$ cat config.mk
export PLATFORM = sky130hd
export DESIGN_NAME = team_06_lcd_driver_flat
export DESIGN_NICKNAME = d
export VERILOG_FILES = /design/src/rtl/team_06_lcd_driver_if.sv /design/src/rtl/team_06_lcd_driver.sv /design/src/flat_wrapper.sv
export SDC_FILE = /design/constraint.sdc
export NUM_CORES = 1
export LEC_CHECK = 0
export ABC_CLOCK_PERIOD_IN_PS = 5400
export BUFFER_PORTS_ARGS = -buffer_cell sky130_fd_sc_hd__buf_2
export CELL_PAD_IN_SITES_DETAIL_PLACEMENT = 1
export CELL_PAD_IN_SITES_GLOBAL_PLACEMENT = 1
export CORE_UTILIZATION = 40
export CTS_CLUSTER_DIAMETER = 100
export DETAILED_ROUTE_END_ITERATION = 16
export PLACE_DENSITY = 0.86
export SYNTH_ARGS = -nofsm -noshare
export SYNTH_HDL_FRONTEND = slang
export SYNTH_SLANG_ARGS = --single-unit
$ cat constraint.sdc
create_clock -name clk -period 5.4 [get_ports clk]
set_clock_uncertainty 0.05 [all_clocks]
set_input_delay 1.35 -clock clk [delete_from_list [all_inputs] [get_ports clk]]
set_output_delay 1.35 -clock clk [all_outputs]
set_load 0.03 [all_outputs]
$ cat src/rtl/team_06_lcd_driver_if.sv
`default_nettype none
//============================================================================
// Module      : team_06_lcd_driver_if
// Description : Bundle between the display-content logic, the HD44780 LCD
//               driver and the LCD pins. The master modport is the driver
//               side; the slave modport is the surrounding system side.
// Revision    : 1.0 - initial release
//============================================================================
interface team_06_lcd_driver_if;
   logic [127:0] row_1;
   logic [127:0] row_2;
   logic         lcd_rs;
   logic         lcd_rw;
   logic         lcd_en;
   logic [7:0]   lcd_data;
   logic         init_done;
   logic         frame_done;

   modport master (
      input  row_1, row_2,
      output lcd_rs, lcd_rw, lcd_en, lcd_data, init_done, frame_done
   );

   modport slave (
      output row_1, row_2,
      input  lcd_rs, lcd_rw, lcd_en, lcd_data, init_done, frame_done
   );
endinterface
`default_nettype wire

$ cat src/rtl/team_06_lcd_driver.sv
`default_nettype none
//============================================================================
// Module      : team_06_lcd_driver
// Description : 16x2 HD44780 character LCD driver, 8-bit write-only bus.
//               Runs the power-up init sequence once, then loops forever:
//               snapshot both rows, write row 1, write row 2. All timing is
//               counter based; the busy flag is never read.
// Option      : LCD_SKIP_UNCHANGED_EN - when defined, a frame is only
//               written if the row inputs differ from the last snapshot.
// Revision    : 1.0 - initial release
//============================================================================
module team_06_lcd_driver #(
   parameter int unsigned INIT_WAIT_CYCLES  = 150000,
   parameter int unsigned EN_PULSE_CYCLES   = 10,
   parameter int unsigned CMD_WAIT_CYCLES   = 500,
   parameter int unsigned CLEAR_WAIT_CYCLES = 20000
) (
   input  logic                        clk,
   input  logic                        rst,
   team_06_lcd_driver_if.master        lcd
);

   // Counter width covers the largest of all wait parameters.
   localparam int unsigned c_MAX_AB = (INIT_WAIT_CYCLES > EN_PULSE_CYCLES) ?
                                      INIT_WAIT_CYCLES : EN_PULSE_CYCLES;
   localparam int unsigned c_MAX_CD = (CMD_WAIT_CYCLES > CLEAR_WAIT_CYCLES) ?
                                      CMD_WAIT_CYCLES : CLEAR_WAIT_CYCLES;
   localparam int unsigned c_MAX    = (c_MAX_AB > c_MAX_CD) ? c_MAX_AB : c_MAX_CD;
   localparam int          c_CW     = (c_MAX < 2) ? 1 : $clog2(c_MAX + 1);

   // Terminal counts; a zero parameter still yields a one-cycle phase.
   localparam logic [c_CW-1:0] c_PWR_LAST   = c_CW'((INIT_WAIT_CYCLES  == 0) ? 0 : INIT_WAIT_CYCLES  - 1);
   localparam logic [c_CW-1:0] c_PULSE_LAST = c_CW'((EN_PULSE_CYCLES   == 0) ? 0 : EN_PULSE_CYCLES   - 1);
   localparam logic [c_CW-1:0] c_CMD_LAST   = c_CW'((CMD_WAIT_CYCLES   == 0) ? 0 : CMD_WAIT_CYCLES   - 1);
   localparam logic [c_CW-1:0] c_CLR_LAST   = c_CW'((CLEAR_WAIT_CYCLES == 0) ? 0 : CLEAR_WAIT_CYCLES - 1);

   // Top-level states
   localparam logic [2:0] S_PWR   = 3'd0;
   localparam logic [2:0] S_INIT  = 3'd1;
   localparam logic [2:0] S_SNAP  = 3'd2;
   localparam logic [2:0] S_ADDR1 = 3'd3;
   localparam logic [2:0] S_ROW1  = 3'd4;
   localparam logic [2:0] S_ADDR2 = 3'd5;
   localparam logic [2:0] S_ROW2  = 3'd6;

   // Byte-write phases
   localparam logic [1:0] PH_SETUP = 2'd0;
   localparam logic [1:0] PH_PULSE = 2'd1;
   localparam logic [1:0] PH_HOLD  = 2'd2;

   logic [2:0]      r_state;
   logic [1:0]      r_ph;
   logic [c_CW-1:0] r_cnt;
   logic [2:0]      r_step;
   logic [3:0]      r_idx;
   logic [255:0]    r_snap;
   logic            r_init_done;
   logic            r_frame_done;
`ifdef LCD_SKIP_UNCHANGED_EN
   logic            r_snap_vld;
`endif

   logic [127:0]    w_row1;
   logic [127:0]    w_row2;
   logic [7:0]      w_byte;
   logic            w_rs;
   logic            w_in_byte;
   logic [c_CW-1:0] w_hold_last;
   logic            w_start_frame;

   assign w_row1 = r_snap[255:128];
   assign w_row2 = r_snap[127:0];

   // Byte currently on the bus, decoded from state; stable for the whole byte.
   always_comb begin
      w_byte    = 8'h00;
      w_rs      = 1'b0;
      w_in_byte = 1'b1;
      case (r_state)
         S_INIT: begin
            case (r_step)
               3'd0, 3'd1, 3'd2, 3'd3: w_byte = 8'h38;
               3'd4:                   w_byte = 8'h0C;
               3'd5:                   w_byte = 8'h01;
               default:                w_byte = 8'h06;
            endcase
         end
         S_ADDR1: w_byte = 8'h80;
         S_ROW1: begin
            w_rs   = 1'b1;
            // column i lives at [127-8i -: 8], i.e. base 8*(15-i)
            w_byte = w_row1[{~r_idx, 3'b000} +: 8];
         end
         S_ADDR2: w_byte = 8'hC0;
         S_ROW2: begin
            w_rs   = 1'b1;
            w_byte = w_row2[{~r_idx, 3'b000} +: 8];
         end
         default: w_in_byte = 1'b0;
      endcase
   end

   // The clear command needs a much longer post-wait than every other byte.
   assign w_hold_last = ((r_state == S_INIT) && (r_step == 3'd5)) ? c_CLR_LAST : c_CMD_LAST;

   // In SNAP, decide whether a new frame is written this cycle.
`ifdef LCD_SKIP_UNCHANGED_EN
   assign w_start_frame = !(r_snap_vld && r_init_done &&
                            ({lcd.row_1, lcd.row_2} == r_snap));
`else
   assign w_start_frame = 1'b1;
`endif

   // Main sequencer: power wait, init commands, frame loop, byte timing.
   always_ff @(posedge clk) begin
      if (rst) begin
         r_state      <= S_PWR;
         r_ph         <= PH_SETUP;
         r_cnt        <= '0;
         r_step       <= 3'd0;
         r_idx        <= 4'd0;
         r_snap       <= '0;
         r_init_done  <= 1'b0;
         r_frame_done <= 1'b0;
`ifdef LCD_SKIP_UNCHANGED_EN
         r_snap_vld   <= 1'b0;
`endif
      end else begin
         r_frame_done <= 1'b0;
         case (r_state)
            S_PWR: begin
               if (r_cnt == c_PWR_LAST) begin
                  r_cnt   <= '0;
                  r_step  <= 3'd0;
                  r_ph    <= PH_SETUP;
                  r_state <= S_INIT;
               end else begin
                  r_cnt <= r_cnt + c_CW'(1);
               end
            end
            S_SNAP: begin
               if (w_start_frame) begin
                  r_snap  <= {lcd.row_1, lcd.row_2};
                  r_idx   <= 4'd0;
                  r_cnt   <= '0;
                  r_ph    <= PH_SETUP;
                  r_state <= S_ADDR1;
`ifdef LCD_SKIP_UNCHANGED_EN
                  r_snap_vld <= 1'b1;
`endif
               end
            end
            default: begin
               case (r_ph)
                  PH_SETUP: begin
                     r_cnt <= '0;
                     r_ph  <= PH_PULSE;
                  end
                  PH_PULSE: begin
                     if (r_cnt == c_PULSE_LAST) begin
                        r_cnt <= '0;
                        r_ph  <= PH_HOLD;
                     end else begin
                        r_cnt <= r_cnt + c_CW'(1);
                     end
                  end
                  default: begin
                     if (r_cnt == w_hold_last) begin
                        r_cnt <= '0;
                        r_ph  <= PH_SETUP;
                        case (r_state)
                           S_INIT: begin
                              if (r_step == 3'd6) begin
                                 r_init_done <= 1'b1;
                                 r_state     <= S_SNAP;
                              end else begin
                                 r_step <= r_step + 3'd1;
                              end
                           end
                           S_ADDR1: begin
                              r_idx   <= 4'd0;
                              r_state <= S_ROW1;
                           end
                           S_ROW1: begin
                              r_idx <= r_idx + 4'd1;
                              if (r_idx == 4'd15) r_state <= S_ADDR2;
                           end
                           S_ADDR2: begin
                              r_idx   <= 4'd0;
                              r_state <= S_ROW2;
                           end
                           S_ROW2: begin
                              r_idx <= r_idx + 4'd1;
                              if (r_idx == 4'd15) begin
                                 r_frame_done <= 1'b1;
                                 r_state      <= S_SNAP;
                              end
                           end
                           default: r_state <= S_PWR;
                        endcase
                     end else begin
                        r_cnt <= r_cnt + c_CW'(1);
                     end
                  end
               endcase
            end
         endcase
      end
   end

   assign lcd.lcd_rs     = w_rs;
   assign lcd.lcd_rw     = 1'b0;
   assign lcd.lcd_en     = w_in_byte && (r_ph == PH_PULSE);
   assign lcd.lcd_data   = w_byte;
   assign lcd.init_done  = r_init_done;
   assign lcd.frame_done = r_frame_done;

endmodule
`default_nettype wire

$ cat src/flat_wrapper.sv
// flat-port wrapper written by rule: the top's interface ports become plain ports
module team_06_lcd_driver_flat 
#(
   parameter int unsigned INIT_WAIT_CYCLES  = 150000,
   parameter int unsigned EN_PULSE_CYCLES   = 10,
   parameter int unsigned CMD_WAIT_CYCLES   = 500,
   parameter int unsigned CLEAR_WAIT_CYCLES = 20000
)
  (clk, rst, lcd_row_1, lcd_row_2, lcd_lcd_rs, lcd_lcd_rw, lcd_lcd_en, lcd_lcd_data, lcd_init_done, lcd_frame_done);
  team_06_lcd_driver_if lcd_i ();
  input  logic clk;
  input  logic rst;
  input wire logic [$bits(lcd_i.row_1)-1:0] lcd_row_1;
  input wire logic [$bits(lcd_i.row_2)-1:0] lcd_row_2;
  output wire logic [$bits(lcd_i.lcd_rs)-1:0] lcd_lcd_rs;
  output wire logic [$bits(lcd_i.lcd_rw)-1:0] lcd_lcd_rw;
  output wire logic [$bits(lcd_i.lcd_en)-1:0] lcd_lcd_en;
  output wire logic [$bits(lcd_i.lcd_data)-1:0] lcd_lcd_data;
  output wire logic [$bits(lcd_i.init_done)-1:0] lcd_init_done;
  output wire logic [$bits(lcd_i.frame_done)-1:0] lcd_frame_done;
  assign lcd_i.row_1 = lcd_row_1;
  assign lcd_i.row_2 = lcd_row_2;
  assign lcd_lcd_rs = lcd_i.lcd_rs;
  assign lcd_lcd_rw = lcd_i.lcd_rw;
  assign lcd_lcd_en = lcd_i.lcd_en;
  assign lcd_lcd_data = lcd_i.lcd_data;
  assign lcd_init_done = lcd_i.init_done;
  assign lcd_frame_done = lcd_i.frame_done;
  team_06_lcd_driver #(.INIT_WAIT_CYCLES(INIT_WAIT_CYCLES), .EN_PULSE_CYCLES(EN_PULSE_CYCLES), .CMD_WAIT_CYCLES(CMD_WAIT_CYCLES), .CLEAR_WAIT_CYCLES(CLEAR_WAIT_CYCLES)) u_core (.clk(clk), .rst(rst), .lcd(lcd_i));
endmodule
# Word level (Yosys, flattened, before mapping)
# Cells that the tools add are included.
# W data, S select, Z words.
classes:
  add_sub_neg: 3
  eq_ne: 26
  shifts: 2
  n_mux: 34
  bitwise: 7
  reduce_logical: 23
op_table:
  columns: ["cell", "count"]
  rows:
  - ["$shiftx A128 B8 Y8", 2]
  - ["$pmux W18 S2", 2]
  - ["$mux W18", 3]
  - ["$pmux W8 S5", 1]
  - ["$mux W3", 11]
  - ["$add A18 B1 Y18 const B", 1]
  - ["$eq A18 B18 Y1", 1]
  - ["$eq A18 B18 Y1 const B", 1]
  - ["$eq A18 B4 Y1 const B", 1]
  - ["$eq A3 B3 Y1 const B", 6]
  - ["$pmux W6 S3", 1]
  - ["$pmux W4 S2", 2]
  - ["$mux W15", 1]
  - ["$pmux W3 S5", 1]
  - ["$eq A3 B2 Y1 const B", 4]
  - ["$pmux W3 S2", 2]
  - ["$reduce_and A6 Y1", 2]
  - ["$mux W4", 2]
  - ["$ne A4 B1 Y1 const B", 2]
  - ["$pmux W2 S2", 2]
  - ["$reduce_or A2 Y1", 4]
  - ["$reduce_or A7 Y1", 1]
  - ["$eq A3 B1 Y1 const B", 2]
  - ["$logic_not A3 Y1", 2]
  - ["23 further kinds", 38]
word_totals:
  reg_bits: 288
  elab_cells: 103

# Depth between registers and ports, before layout
# Gate-level depths: netlist (run 1).
logic_depth:
  depth_word: 7
  mapped_depth: 10
  depth_no_buf: 8

# Worst setup path after synthesis (run 1)
# Ideal clock, no wire load.
synth_timing:
  path_kind: "register to output"
  start: "register u_core.r_state[0]"
  end: "output lcd_lcd_data[1]"
  arrival_ps: 2919
  path_slack_ps: 1081
  path_stages_with_launch: 11
  n_path_buf: 4
  path_cell_list: "dfxtp_1 > clkbuf_1 > nand3b_1 > clkbuf_1 > buf_1 > buf_2 > nor3_1 > nor4_1 > a22oi_1 > o311a_1 > o22ai_1"
synth_between:
  elab_chain_cells: 2
synth_rtl:
  columns: ["item", "line_no", "rtl"]
  rows:
  - ["start: declaration", "team_06_lcd_driver.sv:51", "logic [2:0] r_state;"]
  - ["start signal: assignment", "team_06_lcd_driver.sv:117", "r_state <= S_PWR;"]
  - ["start signal: assignment", "team_06_lcd_driver.sv:136", "r_state <= S_INIT;"]
  - ["start signal: assignment", "team_06_lcd_driver.sv:147", "r_state <= S_ADDR1;"]
  - ["$eq A3 B3 Y1, or another cell as far along", "team_06_lcd_driver.sv:79", "case (r_state)"]
  - ["$pmux W8 S5 *", "team_06_lcd_driver.sv:79", null]
  - ["end: declaration", "flat_wrapper.sv:18", "output wire logic [$bits(lcd_i.lcd_data)-1:0] lcd_lcd_data;"]
# Every way passes the cells marked *; elsewhere a longest branch is shown, timed or not.

# Worst setup path in the final report (run 1)
layout_timing:
  start: "register u_core.r_state[2]"
  end: "output lcd_lcd_data[4]"
# The elaborated chain is that of the path after synthesis.

==> impl_metrics.yaml, run 1 <==
synth:
  synthMuxAreaShare_pct: 13.4
  synthDistinctLibCells: 56
  syn-cell-area_um2: 12600
  ys_seq_area_share_pct: 45.7
  synth_simple_gate_area_share_pct: 21.0
  ys.flop_type: "dfxtp_1"
  synth_area_per_cell_um2: 8.31
  yosys_register_bits: 288
  synth_top_area_share_pct: 45.7
  synth.net_count: 1784
  synthAdderAreaFrac_pct: 0.793
  syn_inst: 1518
  yosysWarnings: 0
  synth_top_family_by_area: "simple AND/OR/NAND/NOR gates"
  synth_enable_flop_cells: 0
  async_reset_ff_share_pct: 0
  synth_compound_area_share_pct: 13.6
  netlist_top_cells_area: "dfxtp_1 46%, nand2_1 16%, mux4_2 11%, a21oi_1 11%, clkbuf_1 3.1%"
  yosysTopAreaCell: "dfxtp_1"
  synthXorXnorAreaFrac_pct: 1.32
power:
  swShare_pct: 32.4
  p_leak_nw: 5.59
  p_int_mw: 4.46
  power_density_nw_per_um2: 433
  p_seq_share_pct: 43.1
  clockPowerShare_pct: 34.2
  power.switching_mw: 2.14
  ir_worst_vdd_mv: 0.281
  pwr-share-comb_pct: 22.7
cells_and_area:
  multi_input_area_um2: 6350
  finalNonFillerCells: 2128
  n_antenna_cell: 0
  fillers: 3685
  layout_common_cells: "539 x nand2_1, 286 x dfxtp_1, 268 x buf_2, 267 x a21oi_1, 64 x mux4_2"
  areaGrowthSynthToFinish_pct: 20.8
  final_common_cell: "nand2_1"
  fin_nets: 1975
  register_area_um2: 5770
  drive_above_1_share_pct: 23.8
floorplan:
  pin_count: 271
  core_area_um2: 30800
  die_h_um: 180
  fp-row-count: 64
  die_area_um2: 32300
  fp.dieW_um: 180
  initial_core_util_pct: 40.9
setup_path:
  cp_max_fo: 18
  timing.critical_path.slowest_stage_cell: "dfxtp_1"
  start_kind: "flip-flop"
  critical_path_class: "reg -> out"
  crit_start: "u_core.r_state[2]"
  rrSetupSlack_ns: 2.24
  reg2reg_depth: 6
  crit_arrival_ns: 3.72
  cpLargestDelayFamily: "flip-flops"
  cpPeakStageDelay_ns: 0.74
  setup.worst_path.end: "lcd_lcd_data[4]"
  cp.required_ns: 4.00
  r2r-end: "u_core.r_step[1]"
  endpoint_kind: "output pin"
  crit_buf_inv: 2
  crit_chain: "and3b_1 > buf_4 > mux4_2 > mux2i_1 > o211ai_1 > a211o_1 > buf_2"
  r2r_start: "u_core.r_cnt[13]"
  cp.depth: 7
global_routing:
  grt_use_total_pct: 26.6
  grt_max_degree: 163
  antenna_found_initial: 0
  grt_pass1_wl_um: 67500
  grt-ovfl-total: 0
  grt_pass1_vias: 12200
outcome:
  outcome: "finished, violations left"
  violations: "design-rule violations"
clock_network:
  cts_tree: "built"
  clock_path_buffers: 3
  cts.sinks: 288
  cts_root_buf: "clkbuf_16"
  cts_resized: 0
  cts_made_buffers: 31
  clkLatencyLatePin_ns: 0.57
  clk_pin_slew_ns: 0.06
  cts_hold_buf: 0
  post_cts_buffers: 0
  h-tree-depth: 1
timing:
  tightestPinTransition_ns: 1.16
  final_max_slew_viol_count: 0
  layout_setup_ws_ns: 0.279
  fmax_mhz: 195
  fin_crit_sh_pct: 94.8
  rsz0062_at_grt: "false"
  hold_viol: 0
  setup_tns_ns: 0
  min_period_ns: 5.12
  setup_viol: 0
  slew_headroom_pct: 22.6
routing:
  drc: 4
  avgViaCountPerCell: 5.60
  routed_wl_um: 44100
  firstDrtPassIters: 13
  ant_nets: 0
  vias: 11900
  wl_per_cell_um: 20.7
  drt_iter0_drc: 1105
placement:
  dp_hpwl_um: 31800
  dp_cells: 2072
  place.gp.congestion: 0.928
  io_buffers: 269
  place_ws_ns: 0.921
min_path:
  hold_class: "reg -> reg"
  hold_depth: 2
job:
  maxCapViolations: 0
## tightest hold or removal path, delay by kind of cell, from the launching register on
family / cells / cell delay (ns)
flops: 1 / 0.31
compound gates: 1 / 0.05
buf+inv: 1 / 0.05
## final cells by class
class	instances	area share, %
well taps	396	3.25
multi-input cells	1095	41.6
repair buffers	283	9.90
clock inverters	13	1.30
flip-flops and latches	288	37.8
clock buffers	43	5.84
inverters	10	0.246
## Yosys cell counts, drive strengths merged, types with 8 or more instances
cell type  count
nand2        540
dfxtp        288
a21oi        267
clkbuf       103
mux4          64
nor2          47
buf           22
mux2i         22
nand3         15
nor3          15
xor2          11
inv           10
o21ai          9
ha             8
xnor2          8
## worst min path at each step
stage                               from                    to  slack [ns]
global route        u_core.lcd.init_done  u_core.lcd.init_done        0.42
floorplan              u_core.r_snap[33]     u_core.r_snap[33]        0.38
finish              u_core.lcd.init_done  u_core.lcd.init_done        0.40
detailed placement  u_core.lcd.init_done  u_core.lcd.init_done        0.39
CTS                 u_core.lcd.init_done  u_core.lcd.init_done        0.40
global placement    u_core.lcd.init_done  u_core.lcd.init_done        0.38
## flip-flops by register name, summed over array words and instances (netlist names)
signal and cells:
u_core.r_step 3, u_core.r_cnt 18, u_core.lcd.init_done 1, u_core.r_idx 4, u_core.lcd.frame_done 1, u_core.r_state 3, u_core.r_snap 256, u_core.r_ph 2
## kinds of logic (layout without fill, tap and decap cells)
| family | Yosys count | after routing |
|---|---|---|
| mux | 89 | 89 |
| fa+ha+maj | 8 | 8 |
| compound gates | 318 | 318 |
| other cells | 1 | 1 |
| simple gates | 660 | 660 |
| flops | 288 | 288 |
| buf+inv | 135 | 349 |
| xor+xnor | 19 | 19 |
## through the flow
| step | power, mW | utilization, % | instance area (um2) | hold slack, ns |
|---|---|---|---|---|
| floorplan | 3.78 | - | 12600 | 0.382 |
| global placement | 4.26 | 45.9 | 14200 | 0.385 |
| detailed placement | 4.34 | 45.9 | 14200 | 0.391 |
| CTS | 6.61 | 49.5 | 15200 | 0.398 |
| global route | 6.87 | 49.5 | 15200 | 0.418 |
| finish | 6.60 | 49.5 | 15200 | 0.397 |
## per-layer routing
layer / track usage [%] / vias up / routed length (um)
li1: - / 5506 / -
met1: 34.2 / 5836 / 18300
met2: 44.9 / 474 / 21100
met3: 2.45 / 107 / 2630
met4: 13.5 / 0 / 2150
met5: 0 / - / 0
## power by group through the flow
| stage | combinational (mW) | sequential [mW] | clock (mW) |
|---|---|---|---|
| 3_3_place_gp | 1.41 | 2.85 | 0 |
| 3_5_place_dp | 1.47 | 2.86 | 0 |
| 4_1_cts | 1.50 | 2.83 | 2.28 |
| 2_1_floorplan | 1.08 | 2.70 | 0 |
| 5_1_grt | 1.65 | 2.86 | 2.36 |
| 6_report | 1.50 | 2.84 | 2.26 |
(Power assumes the default switching activity.)
==> run 2, diff against run 1 <==
--- a/config.mk
+++ b/config.mk
@@ -9,6 +9,7 @@
 export BUFFER_PORTS_ARGS = -buffer_cell sky130_fd_sc_hd__buf_2
 export CELL_PAD_IN_SITES_DETAIL_PLACEMENT = 1
 export CELL_PAD_IN_SITES_GLOBAL_PLACEMENT = 1
+export CORE_MARGIN = 5
 export CORE_UTILIZATION = 40
 export CTS_CLUSTER_DIAMETER = 100
 export DETAILED_ROUTE_END_ITERATION = 16
==> run 2 against run 1 <==
Compared with the run above:
- the run now ends clean
- cell count increased by 0.23%
- global-route usage shrank 1.2 points
- combinational power is essentially flat
- power increased by 2.1%
- clock-buffer cell count decreased by 7
- clock power grew 5%
- design area is 0.28% higher
- sequential share of layout area decreased by 0.11 points
- core utilization decreased by 0.75 points
- worst hold slack lost 0.0021 ns
- register-to-register slack better by 0.05 ns
- sequential cell count is the same
- largest power group unchanged
==> impl_metrics.yaml, run 2 (synthesis results as in run 1) <==
setup_path:
  cpPeakStageDelay_ns: 0.70
  timing.critical_path.slowest_stage_cell: "dfxtp_1"
  rrSetupSlack_ns: 2.29
  r2r-end: "u_core.r_step[1]"
  cpLargestDelayFamily: "multiplexers"
  crit_start: "u_core.r_state[2]"
  r2r_start: "u_core.r_cnt[13]"
  setup.worst_path.end: "lcd_lcd_data[7]"
  crit_buf_inv: 1
  critical_path_class: "reg -> out"
  cp.required_ns: 4.00
  crit_chain: "and3b_2 > mux4_2 > mux2i_1 > a211oi_1 > a221o_1 > buf_2"
  endpoint_kind: "output pin"
  cp_max_fo: 18
  start_kind: "flip-flop"
  cp.depth: 6
  crit_arrival_ns: 3.66
  reg2reg_depth: 6
placement:
  place.gp.congestion: 0.883
  io_buffers: 269
  dp_hpwl_um: 33200
cells_and_area:
  fin_nets: 1973
  drive_above_1_share_pct: 24.1
  layout_common_cells: "539 x nand2_1, 286 x dfxtp_1, 268 x buf_2, 267 x a21oi_1, 64 x mux4_2"
  final_common_cell: "nand2_1"
  n_antenna_cell: 0
  largest_reg_flops: 256
  fillers: 3821
  reg.largest.list: "u_core.r_snap x256, u_core.r_cnt x18, u_core.r_idx x4"
  post-route-util_pct: 48.7
  top_register: "u_core.r_snap"
  areaGrowthSynthToFinish_pct: 21.1
global_routing:
  grt_max_degree: 163
  grt_pass1_wl_um: 71400
  grt-ovfl-total: 0
  grt_use_total_pct: 25.5
  grt_pass1_vias: 12800
  antenna_found_initial: 0
clock_network:
  cts_hold_buf: 0
  cts.sinks: 288
  clock_path_buffers: 3
  h-tree-depth: 1
  cts_root_buf: "clkbuf_16"
  post_cts_buffers: 0
  cts_tree: "built"
  clk_pin_slew_ns: 0.06
  clkLatencyLatePin_ns: 0.58
  cts_made_buffers: 31
  cts_resized: 0
routing:
  dr.max_layer_used: "met4"
  wl_met2_um: 22800
  vias: 11900
  wl_per_cell_um: 21.8
  ant_nets: 0
  routed_wl_um: 46500
  wl_met1_um: 18500
  wl_met3_um: 2660
  drt_iter0_drc: 1042
  avgViaCountPerCell: 5.59
  drc: 0
  firstDrtPassIters: 5
timing:
  hold_viol: 0
  fmax_mhz: 198
  rsz0062_at_grt: "false"
  fin_crit_sh_pct: 93.6
  tightestPinTransition_ns: 1.00
  min_period_ns: 5.06
  setup_tns_ns: 0
  setup_viol: 0
  slew_headroom_pct: 33.2
  final_max_slew_viol_count: 0
floorplan:
  die_h_um: 188
  initial_core_util_pct: 40.2
  pin_count: 271
  core_area_um2: 31400
  fp-row-count: 65
  fp.dieW_um: 188
  die_area_um2: 35200
power:
  clockPowerShare_pct: 35.4
  p_int_mw: 4.52
  totalPowerFinal_mw: 6.74
  ir_worst_vdd_mv: 0.275
  p_seq_share_pct: 42.2
  pwr-share-comb_pct: 22.4
  swShare_pct: 32.8
  power_density_nw_per_um2: 441
  p_leak_nw: 5.58
  power.switching_mw: 2.21
outcome:
  outcome: "finished clean"
job:
  maxCapViolations: 0
min_path:
  hold_class: "reg -> reg"
==> run 2: cell types whose count changed in the layout (fill, tap and decap cells not counted), sizes merged <==
| cell | previous run | this run |
|---|---|---|
| clkinv | 7 | 8 |
| bufinv | 5 | 7 |
| buf | 282 | 280 |
| clkinvlp | 0 | 5 |
| clkbuf | 44 | 37 |
==> run 2: per-layer routing <==
layer	global-route usage (%)	vias up
met1	31.6	5793
met2	43.4	468
met5	0	-
met4	12.6	0
met3	3.74	138
li1	-	5519
==> run 2: worst min path at each step <==
stage	start	end	slack [ns]	depth (start not counted)
finish	u_core.lcd.init_done	u_core.lcd.init_done	0.39	2
global route	u_core.lcd.init_done	u_core.lcd.init_done	0.41	2
CTS	u_core.lcd.init_done	u_core.lcd.init_done	0.40	2
detailed placement	u_core.lcd.init_done	u_core.lcd.init_done	0.39	2
global placement	u_core.lcd.init_done	u_core.lcd.init_done	0.39	2
floorplan	u_core.r_snap[33]	u_core.r_snap[33]	0.38	2
==> run 2: metrics by stage <==
| step | hold slack (ns) | instance area [um2] | worst slack (ns) | instances |
|---|---|---|---|---|
| 2_1_floorplan | 0.382 | 12600 | 1.08 | 1518 |
| 3_3_place_gp | 0.386 | 14100 | 1.05 | 2076 |
| 3_5_place_dp | 0.389 | 14100 | 0.982 | 2076 |
| 4_1_cts | 0.397 | 15300 | 0.357 | 2133 |
| 5_1_grt | 0.410 | 15300 | 0.186 | 2133 |
| 6_report | 0.395 | 15300 | 0.345 | 2133 |
==> run 2: power groups by stage <==
stage / clock network, mW / registers, mW / logic, mW
3_5_place_dp: 0 / 2.86 / 1.48
4_1_cts: 2.41 / 2.83 / 1.51
5_1_grt: 2.50 / 2.87 / 1.67
2_1_floorplan: 0 / 2.70 / 1.08
6_report: 2.38 / 2.84 / 1.51
3_3_place_gp: 0 / 2.86 / 1.41
==> run 2: cell type report <==
type                       count  area (um2)  area share [%]
clock buffer                  36         835            5.46
clock inverter                21         315            2.06
inverter                      10        37.5           0.245
multi-input combinational   1095        6350            41.5
sequential                   288        5770            37.7
tap                          402         503            3.29
timing repair buffer         281        1480            9.70
==> run 2: tightest hold or removal path: cells and delay by family (launching register included) <==
kind                   cells  cell delay (ns)
buffers and inverters      1             0.05
DFF                        1             0.31
AOI/OAI and AO/OA          1             0.05
